<file path="src/rtl/tt_um_marxkar_seqdetc_param_if.sv">
// rtl/tt_um_marxkar_seqdetc_param_if.sv - serial-bit, config and status bundle for the sequence detector
interface tt_um_marxkar_seqdetc_param_if #(
  parameter int N     = 4,
  parameter int CNT_W = 8
);
  localparam int W = $clog2(N + 1);

  logic             ena;
  logic             input_bit;
  logic             cfg_load;
  logic [N-1:0]     cfg_pattern;
  logic             cfg_overlap;
  logic             cnt_clear;
  logic             output_indicator;
  logic [W-1:0]     present_state;
  logic [CNT_W-1:0] match_count;

  modport master (
    output ena, input_bit, cfg_load, cfg_pattern, cfg_overlap, cnt_clear,
    input  output_indicator, present_state, match_count
  );

  modport slave (
    input  ena, input_bit, cfg_load, cfg_pattern, cfg_overlap, cnt_clear,
    output output_indicator, present_state, match_count
  );
endinterface

</file>
<file path="src/rtl/tt_um_marxkar_seqdetc_param.sv">
// rtl/tt_um_marxkar_seqdetc_param.sv - parametrised serial sequence detector with progress and match counter
module tt_um_marxkar_seqdetc_param #(
  parameter int           N           = 4,
  parameter logic [N-1:0] PATTERN_RST = 4'b1010,
  parameter logic         OVERLAP_RST = 1'b1,
  parameter int           CNT_W       = 8
) (
  input  logic clk,
  input  logic rst_n,
  tt_um_marxkar_seqdetc_param_if.slave bus
);
  localparam int           W    = $clog2(N + 1);
  localparam logic [N-1:0] ONES = '1;

  logic [N-1:0]     pat_q, pat_d;
  logic             ovl_q, ovl_d;
  logic [N-1:0]     hist_q, hist_d;
  logic [W-1:0]     fill_q, fill_d;
  logic [W-1:0]     ps_q, ps_d;
  logic             oi_q, oi_d;
  logic [CNT_W-1:0] cnt_q, cnt_d;

  logic [N-1:0]     hist_sh;
  logic [W-1:0]     fill_sh;
  logic [W-1:0]     prog;
  logic             hit;
  logic             match_evt;

  // State register: all detector state, cleared asynchronously
  always_ff @(posedge clk or negedge rst_n) begin
    if (!rst_n) begin
      pat_q  <= PATTERN_RST;
      ovl_q  <= OVERLAP_RST;
      hist_q <= '0;
      fill_q <= '0;
      ps_q   <= '0;
      oi_q   <= 1'b0;
      cnt_q  <= '0;
    end else begin
      pat_q  <= pat_d;
      ovl_q  <= ovl_d;
      hist_q <= hist_d;
      fill_q <= fill_d;
      ps_q   <= ps_d;
      oi_q   <= oi_d;
      cnt_q  <= cnt_d;
    end
  end

  // Next state: shift in the bit, find the longest pattern prefix ending the history
  always_comb begin
    hist_sh = {hist_q[N-2:0], bus.input_bit};
    fill_sh = (fill_q == W'(N)) ? fill_q : fill_q + W'(1);
    hit     = (fill_sh == W'(N)) && (hist_sh == pat_q);

    // Only the newest fill bits are real history; older positions are ignored
    prog = '0;
    for (int k = 1; k <= N; k++) begin
      if ((int'(fill_sh) >= k) &&
          ((hist_sh & (ONES >> (N - k))) == (pat_q >> (N - k)))) begin
        prog = W'(k);
      end
    end

    pat_d  = pat_q;
    ovl_d  = ovl_q;
    hist_d = hist_q;
    fill_d = fill_q;
    ps_d   = ps_q;
    oi_d   = 1'b0;

    if (bus.cfg_load) begin
      pat_d  = bus.cfg_pattern;
      ovl_d  = bus.cfg_overlap;
      hist_d = '0;
      fill_d = '0;
      ps_d   = '0;
    end else if (bus.ena) begin
      hist_d = hist_sh;
      // Non-overlap restarts from empty history; the match cycle still shows N
      fill_d = (hit && !ovl_q) ? '0 : fill_sh;
      ps_d   = prog;
      oi_d   = hit;
    end else if (fill_q == '0) begin
      // Idle edge after a non-overlap match retires the N progress value
      ps_d   = '0;
    end

    match_evt = !bus.cfg_load && bus.ena && hit;

    cnt_d = cnt_q;
    if (bus.cnt_clear) begin
      cnt_d = match_evt ? CNT_W'(1) : '0;
    end else if (match_evt && (cnt_q != '1)) begin
      cnt_d = cnt_q + CNT_W'(1);
    end
  end

  // Outputs: straight from registers
  always_comb begin
    bus.output_indicator = oi_q;
    bus.present_state    = ps_q;
    bus.match_count      = cnt_q;
  end
endmodule

</file>
<file path="src/flat_wrapper.sv">
// flat-port wrapper written by rule: the top's interface ports become plain ports
module tt_um_marxkar_seqdetc_param_flat 
#(
  parameter int           N           = 4,
  parameter logic [N-1:0] PATTERN_RST = 4'b1010,
  parameter logic         OVERLAP_RST = 1'b1,
  parameter int           CNT_W       = 8
)
  (clk, rst_n, bus_ena, bus_input_bit, bus_cfg_load, bus_cfg_pattern, bus_cfg_overlap, bus_cnt_clear, bus_output_indicator, bus_present_state, bus_match_count);
  tt_um_marxkar_seqdetc_param_if #(.N(N), .CNT_W(CNT_W)) bus_i ();
  input  logic clk;
  input  logic rst_n;
  input wire logic [$bits(bus_i.ena)-1:0] bus_ena;
  input wire logic [$bits(bus_i.input_bit)-1:0] bus_input_bit;
  input wire logic [$bits(bus_i.cfg_load)-1:0] bus_cfg_load;
  input wire logic [$bits(bus_i.cfg_pattern)-1:0] bus_cfg_pattern;
  input wire logic [$bits(bus_i.cfg_overlap)-1:0] bus_cfg_overlap;
  input wire logic [$bits(bus_i.cnt_clear)-1:0] bus_cnt_clear;
  output wire logic [$bits(bus_i.output_indicator)-1:0] bus_output_indicator;
  output wire logic [$bits(bus_i.present_state)-1:0] bus_present_state;
  output wire logic [$bits(bus_i.match_count)-1:0] bus_match_count;
  assign bus_i.ena = bus_ena;
  assign bus_i.input_bit = bus_input_bit;
  assign bus_i.cfg_load = bus_cfg_load;
  assign bus_i.cfg_pattern = bus_cfg_pattern;
  assign bus_i.cfg_overlap = bus_cfg_overlap;
  assign bus_i.cnt_clear = bus_cnt_clear;
  assign bus_output_indicator = bus_i.output_indicator;
  assign bus_present_state = bus_i.present_state;
  assign bus_match_count = bus_i.match_count;
  tt_um_marxkar_seqdetc_param #(.N(N), .PATTERN_RST(PATTERN_RST), .OVERLAP_RST(OVERLAP_RST), .CNT_W(CNT_W)) u_core (.clk(clk), .rst_n(rst_n), .bus(bus_i));
endmodule
</file>
<file path="config.mk">
export PLATFORM = sky130hd
export DESIGN_NAME = tt_um_marxkar_seqdetc_param_flat
export DESIGN_NICKNAME = d
export VERILOG_FILES = /design/src/rtl/tt_um_marxkar_seqdetc_param_if.sv /design/src/rtl/tt_um_marxkar_seqdetc_param.sv /design/src/flat_wrapper.sv
export SDC_FILE = /design/constraint.sdc
export NUM_CORES = 1
export LEC_CHECK = 0
export CORE_MARGIN = 8
export CORE_UTILIZATION = 52
export CTS_CLUSTER_DIAMETER = 40
export DETAILED_ROUTE_END_ITERATION = 8
export GPL_TIMING_DRIVEN = 0
export PLACE_DENSITY = 0.78
export SYNTH_ARGS = -nofsm -noshare
export SYNTH_HDL_FRONTEND = slang
export SYNTH_SLANG_ARGS = --single-unit
export TNS_END_PERCENT = 1
</file>
<file path="constraint.sdc">
create_clock -name clk -period 2.6 [get_ports clk]
set_input_delay 0.65 -clock clk [delete_from_list [all_inputs] [get_ports clk]]
set_output_delay 0.65 -clock clk [all_outputs]
set_load 0.005 [all_outputs]
</file>
# Yosys cells after proc, flatten, opt, wreduce, memory -nomap -nowiden
# Index checks and enable logic that the tools add are counted.
dict set report word_totals {
  register_bits 23
  in_bits 11
  out_inout_bits 12
}
dict set report classes {
  n_addsub 2
  n_lt_le_gt_ge 4
  n_eq_ne 7
  mux 18
  n_reduce_logical 15
}
# op count
set ops {}
lappend ops {{$mux W3} 12}
lappend ops {{$mux W8} 2}
lappend ops {{$logic_and A1 B1 Y1} 9}
lappend ops {{$add A8 B1 Y8 const B} 1}
lappend ops {{$ne A8 B8 Y1 const B} 1}
lappend ops {{$eq A3 B3 Y1 const B} 2}
lappend ops {{$ge A3 B2 Y1 const B} 2}
lappend ops {{$eq A4 B4 Y1} 1}
lappend ops {{$mux W1} 4}
lappend ops {{$reduce_bool A2 Y1} 2}
lappend ops {{$add A3 B1 Y3 const B} 1}
lappend ops {{$eq A3 B3 Y1} 1}
lappend ops {{$ge A3 B1 Y1 const B} 1}
lappend ops {{$ge A3 B3 Y1 const B} 1}
lappend ops {{$logic_not A3 Y1} 1}
lappend ops {{$reduce_bool A3 Y1} 1}
lappend ops {{$eq A2 B2 Y1} 1}
lappend ops {{$logic_not A1 Y1} 2}
lappend ops {{$eq A1 B1 Y1} 1}

# Depth between registers and ports, before layout
# Gate-level depths: netlist of the first run.
dict set report logic_depth {
  ltp_word 10
  depth_mapped 8
  mapped_depth_nobuf 7
}

# Worst setup path before layout of the first run
# No wires, ideal clock.
dict set report synth_path {
  path_kind {reg-to-reg}
  from {reg u_core.fill_q[0]}
  to {reg u_core.cnt_q[5], in the netlist u_core.bus.match_count[5]}
  setup_time_ps 126
  t_arrival_ps 1707
  required_ps 2474
  setup_slack_ps 767
  stages_incl_launch_ff 7
  n_path_buf 0
  cell_sequence {dfrtp_1 -> inv_1 -> ha_1 -> nor2b_1 -> mux2i_1 -> or3_1 -> o311a_1}
}
dict set report synth_via {
  elab_chain_len 7
  word_cells_on_any_way 8
  classes_between {add/sub (1); eq/ne (2); mux (1); reduce/logical (4)}
}
# element line_no
set synth_rtl {}
lappend synth_rtl {{start, declared} tt_um_marxkar_seqdetc_param.sv:18} ;# logic [W-1:0] fill_q, fill_d;
lappend synth_rtl {{start signal, assigned} tt_um_marxkar_seqdetc_param.sv:43} ;# fill_q <= fill_d;
lappend synth_rtl {{$add A3 B1 Y3 or $eq A3 B3 Y1 (tied branches)} tt_um_marxkar_seqdetc_param.sv:53} ;# fill_sh = (fill_q == W'(N)) ? fill_q : fill_q + W'(1);
lappend synth_rtl {{$mux W3 *} tt_um_marxkar_seqdetc_param.sv:53}
lappend synth_rtl {{$eq A3 B3 Y1 *} tt_um_marxkar_seqdetc_param.sv:54} ;# hit = (fill_sh == W'(N)) && (hist_sh == pat_q);
lappend synth_rtl {{$logic_and A1 B1 Y1 *} tt_um_marxkar_seqdetc_param.sv:54}
lappend synth_rtl {{$logic_and A1 B1 Y1 *} tt_um_marxkar_seqdetc_param.sv:89} ;# match_evt = !bus.cfg_load && bus.ena && hit;
lappend synth_rtl {{$logic_and A1 B1 Y1 *} tt_um_marxkar_seqdetc_param.sv:94} ;# end else if (match_evt && (cnt_q != '1)) begin
lappend synth_rtl {{$reduce_bool A2 Y1 (no line) *} n/a}
lappend synth_rtl {{end signal, assigned} tt_um_marxkar_seqdetc_param.sv:46} ;# cnt_q <= cnt_d;
lappend synth_rtl {{end, declared} tt_um_marxkar_seqdetc_param.sv:21} ;# logic [CNT_W-1:0] cnt_q, cnt_d;
# Mark *: on every way between the ends. The rest lies on a longest branch, timed or not.
# A chain may end at the register's enable or synchronous reset.

# Worst setup path in the final report of the first run
dict set report layout_path {
  from {reg u_core.fill_q[0]}
  to {reg u_core.cnt_q[7], in the netlist u_core.bus.match_count[7]}
}
# Same word-level chain as after synthesis.

==> results of run 1 <==
==> area by class of cell <==
type	instances	area [µm²]	share of cell area (%)
Multi-Input combinational cell	104	762	45.6
Sequential cell	23	579	34.7
Timing Repair Buffer	20	200	12.0
Buffer	8	47.5	2.85
Tap cell	31	38.8	2.32
Clock buffer	3	22.5	1.35
Inverter	4	15.0	0.899
Clock inverter	1	5.00	0.300
==> layer usage <==
layer,share of wire (%),track usage [%]
met3,4.2,3.44
met2,51,24.6
met4,1.3,6.91
met1,43,17.2
met5,0,0
==> state kept, by name, indices dropped and copies added, names as in the netlist <==
register,flops
u_core.bus.match_count,8
u_core.pat_q,4
u_core.bus.output_indicator,1
u_core.ovl_q,1
u_core.fill_q,3
u_core.hist_q,3
u_core.bus.present_state,3
==> worst paths after layout <==
check,from,slack [ns],depth (start not counted),to
worst min register to register,u_core.bus.present_state[0],0.51,2,u_core.bus.present_state[0]
min in group asynchronous,rst_n,0.88,1,u_core.fill_q[0]
max in group asynchronous,rst_n,1.08,1,u_core.bus.match_count[6]
worst max-delay path,u_core.fill_q[0],0.41,8,u_core.bus.match_count[7]
worst max register to register,u_core.fill_q[0],0.41,8,u_core.bus.match_count[7]
worst min-delay path,u_core.bus.present_state[0],0.51,2,u_core.bus.present_state[0]
==> cells by family (layout without fill, tap and decap cells) <==
kind of cell	count (synthesis)	after routing
buffers and inverters	12	36
AO/OA/AOI/OAI	24	24
multiplexers	9	9
XOR/XNOR	11	11
adder cells (fa/ha/maj)	3	3
AND/OR/NAND/NOR	57	57
flip-flops	23	23
==> worst max-delay path: cells and delay by family, from the launching register on <==
kind	cells	cell delay, ns
buf+inv	2	0.32
compound gates	2	0.38
mux	1	0.17
flops	1	0.44
simple gates	2	0.39
fa+ha+maj	1	0.37
==> cells in the mapped netlist, types with 2 or more instances <==
cell	instances	area share (%)
mux2i_1	4	2.9
o211ai_1	3	1.6
or3_1	3	1.3
o41ai_1	3	1.9
dfrtp_1	20	36
nor2b_1	4	1.8
buf_1	2	0.53
buf_4	2	1.1
nor3_1	5	1.8
xnor2_1	7	4.4
and3_1	2	0.89
nand3_1	6	2.1
dfstp_2	3	5.6
inv_1	4	1.1
nand2_1	10	2.7
ha_1	3	2.7
or4_1	2	1.1
o21ai_0	3	1.1
a21oi_1	4	1.4
buf_2	2	0.71
nor2_1	10	2.7
mux2_2	5	4.0
nand2b_1	2	0.89
xor2_1	4	2.5
==> stage by stage <==
stage / cells / hold WS, ns
finish: 194 / 0.508
global placement: 190 / 0.468
floorplan: 139 / 0.354
detailed placement: 190 / 0.480
CTS: 194 / 0.511
global route: 194 / 0.536
==> power groups by stage <==
| stage | clock network, mW | registers [mW] | logic, mW |
|---|---|---|---|
| floorplan | 0 | 0.391 | 0.105 |
| global placement | 0 | 0.393 | 0.144 |
| detailed placement | 0 | 0.394 | 0.152 |
| CTS | 0.179 | 0.388 | 0.153 |
| global route | 0.189 | 0.390 | 0.166 |
| finish | 0.176 | 0.387 | 0.152 |
==> results.json, run 1 <==
{
  "ctsHoldBuffers": 0,
  "synthDistinctLibCells": 50,
  "numClockSinks": 23,
  "die_height_um": 68.0,
  "final_cell_mix": "20 x clkdlybuf4s50_1, 20 x dfrtp_1, 10 x nor2_1, 10 x nand2_1, 7 x xnor2_1",
  "wl_per_cell_um": 16.1,
  "gp_congestion": 0.812,
  "layout-drive-gt1-share_pct": 15.3,
  "synth_async_sr_flop_share_pct": 100,
  "setup_viol": 0,
  "fillerInstances": 244,
  "endpoint_kind": "register",
  "relSlewSlack_pct": 29.3,
  "nets": 178,
  "synthAdderAreaFrac_pct": 2.67,
  "synthMuxAreaShare_pct": 6.86,
  "antenna_found_initial": 0,
  "cts_tree": "yes",
  "core_um2": 2660,
  "yosys_warnings": 0,
  "synth_simple_gate_area_share_pct": 25.1,
  "first_iter_violations": 51,
  "syn_to_final_growth_pct": 19.0,
  "p_int_mw": 0.505,
  "dpl.hpwl_um": 2400,
  "comb_power_share_pct": 21.2,
  "die-area_um2": 4620,
  "port_buffers": 20,
  "globalRoute.totalOverflow": 0,
  "status": "complete, no violations",
  "worstPathCellList": "inv_1 > ha_1 > nor2b_1 > mux2i_1 > nand4b_4 > buf_4 > o311ai_1 > o41ai_1",
  "ant_nets": 0,
  "syn_area_um2": 1400,
  "synth_ff_type": "dfrtp_1",
  "design_area_um2": 1670,
  "setup_slack_ns": 0.407,
  "avgSynthCellArea_um2": 10.1,
  "cap_violations": 0,
  "ioPinCount": 23,
  "post-route-util_pct": 62.7,
  "grt_max_degree": 24,
  "fp-row-count": 19,
  "net-switching-power_mw": 0.209,
  "sw_frac_of_total_pct": 29.3,
  "rsz0062_at_grt": "no",
  "seqPwrFrac_pct": 54.2,
  "ir_drop_mv": 0.317,
  "worst-slew-pin-transition_ns": 1.06,
  "netlist_instances": 139,
  "start_util_pct": 52.7,
  "hold_viol": 0,
  "syn_nets": 153,
  "cts_buffers": 3,
  "clock_skew_ns": 0.0113,
  "routed_wl_um": 3120,
  "synth-xor-area-share_pct": 6.86,
  "setup_tns_ns": 0,
  "grt_pass1_wl_um": 5290,
  "fin_total_pwr_mw": 0.715,
  "firstDrtPassIters": 4,
  "min_path_type": "register to register",
  "yosysSeqAreaShare_pct": 41.3,
  "slowest_stage": "dfrtp_1",
  "synth_top_family_by_area": "simple AND/OR/NAND/NOR gates",
  "path_class": "register to register",
  "route.detailed.drc": 0,
  "synth_edf_count": 0,
  "clk_latency_ns": 0.32,
  "cp_slowest_stage_delay_ns": 0.44,
  "place_area_um2": 1640,
  "synth_compound_area_share_pct": 12.7,
  "max_freq_mhz": 456,
  "period_share_pct": 84.3,
  "cts_resized": 0,
  "post_cts.repair.setup_buffers": 0,
  "diodes": 0,
  "cts_root_buf": "clkbuf_4",
  "fin_crit_ns": 2.19,
  "cp-start-kind": "register",
  "p_leak_nw": 0.710,
  "power.share.clock_pct": 24.6,
  "grt_use_total_pct": 14.6,
  "htree_levels": 1,
  "routed_via_density": 5.88,
  "finalMaxSlewViolations": 0,
  "place_ws_ns": 0.182,
  "p_per_area_nw_per_um2": 428,
  "grt_pass1_vias": 1178,
  "chipWidth_um": 68.0,
  "ys_ff_latch": 23,
  "arrival_ns": 2.39,
  "clockBufferDepth": 2,
  "required_ns": 2.80,
  "clk_pin_slew_ns": 0.14,
  "crit_path_max_fanout": 10,
  "vias": 1140
}
No activity file was read; power rests on OpenSTA's default activity.
==> inputs of run 2 (changes only) <==
--- a/config.mk
+++ b/config.mk
@@ -6,11 +6,11 @@
 export NUM_CORES = 1
 export LEC_CHECK = 0
 export CORE_MARGIN = 8
-export CORE_UTILIZATION = 52
+export CORE_UTILIZATION = 47
 export CTS_CLUSTER_DIAMETER = 40
 export DETAILED_ROUTE_END_ITERATION = 8
 export GPL_TIMING_DRIVEN = 0
-export PLACE_DENSITY = 0.78
+export PLACE_DENSITY = 0.74
 export SYNTH_ARGS = -nofsm -noshare
 export SYNTH_HDL_FRONTEND = slang
 export SYNTH_SLANG_ARGS = --single-unit
==> constraint.sdc (replaced) <==
create_clock -name clk -period 1.85 [get_ports clk]
set_input_delay 0.4625 -clock clk [delete_from_list [all_inputs] [get_ports clk]]
set_output_delay 0.4625 -clock clk [all_outputs]
set_load 0.005 [all_outputs]
==> run 2 against run 1 <==
Net effect: the run now ends with setup timing left; register-to-register slack lost 0.52 ns; combinational power rose by 65%; wire length fell by 0.67%; final cell count rose by 2.6%; sequential power is 41% higher; fmax up 12%; global-route usage shrank 1.9 points; hold slack got worse by 0.035 ns; power grew 44%; clock skew is 0.0058 ns lower; critical path type unchanged; largest cell class unchanged; highest routed layer unchanged.
==> results.json, run 2 (synthesis gave the netlist of run 1 again) <==
{
  "status": "finished, violations left",
  "failed_checks": "setup timing",
  "antenna_found_initial": 0,
  "first_iter_violations": 39,
  "htree_levels": 1,
  "final_cell_mix": "20 x clkdlybuf4s50_1, 20 x dfrtp_1, 10 x nor2_1",
  "arrival_ns": 2.20,
  "grt_use_total_pct": 12.8,
  "use_met3_pct": 1.84,
  "diodes": 0,
  "grt_pass1_wl_um": 5260,
  "p_int_mw": 0.735,
  "cp-startpoint": "u_core.fill_q[0]",
  "numClockSinks": 23,
  "power.share.clock_pct": 23.0,
  "die-area_um2": 4990,
  "endpoint_kind": "register",
  "clk_pin_slew_ns": 0.13,
  "grt_max_degree": 24,
  "nets": 181,
  "dpl.hpwl_um": 2290,
  "gp_congestion": 0.843,
  "clockBufferDepth": 2,
  "sw_frac_of_total_pct": 28.7,
  "worstPathCellList": "buf_6 > ha_4 > and3b_4 > nor3_4 > nand4b_4 > or4_4 > a21oi_2",
  "r2r_start": "u_core.fill_q[0]",
  "p_per_area_nw_per_um2": 578,
  "fin_crit_ns": 1.96,
  "fp-row-count": 20,
  "ioPinCount": 23,
  "reg2reg_depth": 7,
  "firstDrtPassIters": 4,
  "layout-drive-gt1-share_pct": 25.3,
  "required_ns": 2.09,
  "holdPathStages": 3,
  "cp-start-kind": "register",
  "clock_skew_ns": 0.00550,
  "globalRoute.totalOverflow": 0,
  "hp-start": "bus_input_bit",
  "net-switching-power_mw": 0.296,
  "slowest_stage": "or4_4",
  "core_um2": 2950,
  "relSlewSlack_pct": 33.7,
  "use_met2_pct": 21.5,
  "routed_wl_um": 3100,
  "hold_end": "u_core.hist_q[0]",
  "route.detailed.drc": 0,
  "port_buffers": 20,
  "p_leak_nw": 0.727,
  "cap_violations": 0,
  "chipWidth_um": 70.7,
  "cts_buffers": 3,
  "cp_slowest_stage_delay_ns": 0.45,
  "ir_drop_mv": 0.434,
  "start_util_pct": 47.5,
  "clk_latency_ns": 0.31,
  "ant_nets": 0,
  "finalMaxSlewViolations": 0,
  "comb_power_share_pct": 24.3,
  "setup_viol": 4,
  "vias": 1121,
  "routed_via_density": 5.63,
  "period_share_pct": 106,
  "die_height_um": 70.7,
  "crit_path_max_fanout": 5,
  "ctsHoldBuffers": 0,
  "rsz0062_at_grt": "yes",
  "r2r_end": "u_core.bus.match_count[4]",
  "r2r_slack_ns": -0.11,
  "grt_pass1_vias": 1137,
  "wl_per_cell_um": 15.6,
  "use_met1_pct": 15.7,
  "setup_slack_ns": -0.108,
  "cts_root_buf": "clkbuf_4",
  "seqPwrFrac_pct": 52.7,
  "worst-slew-pin-transition_ns": 0.991,
  "min_path_type": "input port to register",
  "max_freq_mhz": 511,
  "setup_tns_ns": -0.221,
  "syn_to_final_growth_pct": 27.1,
  "cts_tree": "yes",
  "hold_viol": 0,
  "top_usage_layer": "met2",
  "largest_reg_flops": 8,
  "path_class": "register to register",
  "place_ws_ns": -0.419
}
## run 2: cell types whose count changed in the layout (fill, tap and decap cells not counted), moves of 2 or more
cell and delta:
buf_6 +2, ha_1 -2, ha_4 +2, inv_1 -2, inv_2 +2, nor2b_1 -2
## run 2: worst max path at each step
stage,end,cells after the start
after floorplan,u_core.bus.match_count[5],6
after global placement,u_core.bus.match_count[7],7
after detailed placement,u_core.bus.match_count[7],7
after CTS,u_core.bus.match_count[4],7
after global routing,u_core.bus.match_count[4],7
final,u_core.bus.match_count[4],7
## run 2: per-stage QoR
| stage | util, % | hold WS, ns | instance area [µm²] | std cells | power, mW |
|---|---|---|---|---|---|
| 5_1_grt | 60.4 | 0.503 | 1780 | 199 | 1.09 |
| 6_report | 60.4 | 0.472 | 1780 | 199 | 1.03 |
| 3_3_place_gp | 55.7 | 0.471 | 1650 | 192 | 0.756 |
| 2_1_floorplan | - | 0.167 | 1400 | 139 | 0.697 |
| 3_5_place_dp | 55.7 | 0.481 | 1650 | 192 | 0.764 |
| 4_1_cts | 58.7 | 0.467 | 1730 | 197 | 1.03 |
## run 2: power groups by stage
stage | Combinational [mW] | Sequential, mW | Clock [mW]
global placement | 0.204 | 0.552 | 0
CTS | 0.236 | 0.544 | 0.248
finish | 0.251 | 0.544 | 0.237
detailed placement | 0.210 | 0.553 | 0
floorplan | 0.148 | 0.550 | 0
global route | 0.274 | 0.546 | 0.267
## run 2: per-layer routing
layer / share of wire [%] / vias to the layer above
li1: - / 551
met1: 46 / 551
met2: 50 / 15
met3: 2.6 / 4
met4: 1.4 / 0
met5: 0 / -
## run 2: critical path: cells and delay by family, from the launching register on
family	cells	cell delay [ns]
simple gates	4	0.99
flops	1	0.43
fa+ha+maj	1	0.16
compound gates	1	0.16
buf+inv	1	0.14
## run 2: layout make-up
type	count	area, µm²
Sequential cell	23	579
Fill cell	268	1170
Clock buffer	3	22.5
Tap cell	33	41.3
Clock inverter	1	5.00
Timing Repair Buffer	23	226
Multi-Input combinational cell	104	843
Inverter	4	15.0
Buffer	8	51.3
## run 2: what timing repair did
item / CTS / global route
pin swaps: 2 / 0
gates resized for setup: 12 / 8
gates cloned: 0 / 0
hold endpoints to repair: 0 / 0
endpoints found under the setup margin: 10 / 9
setup buffers: 1 / 2
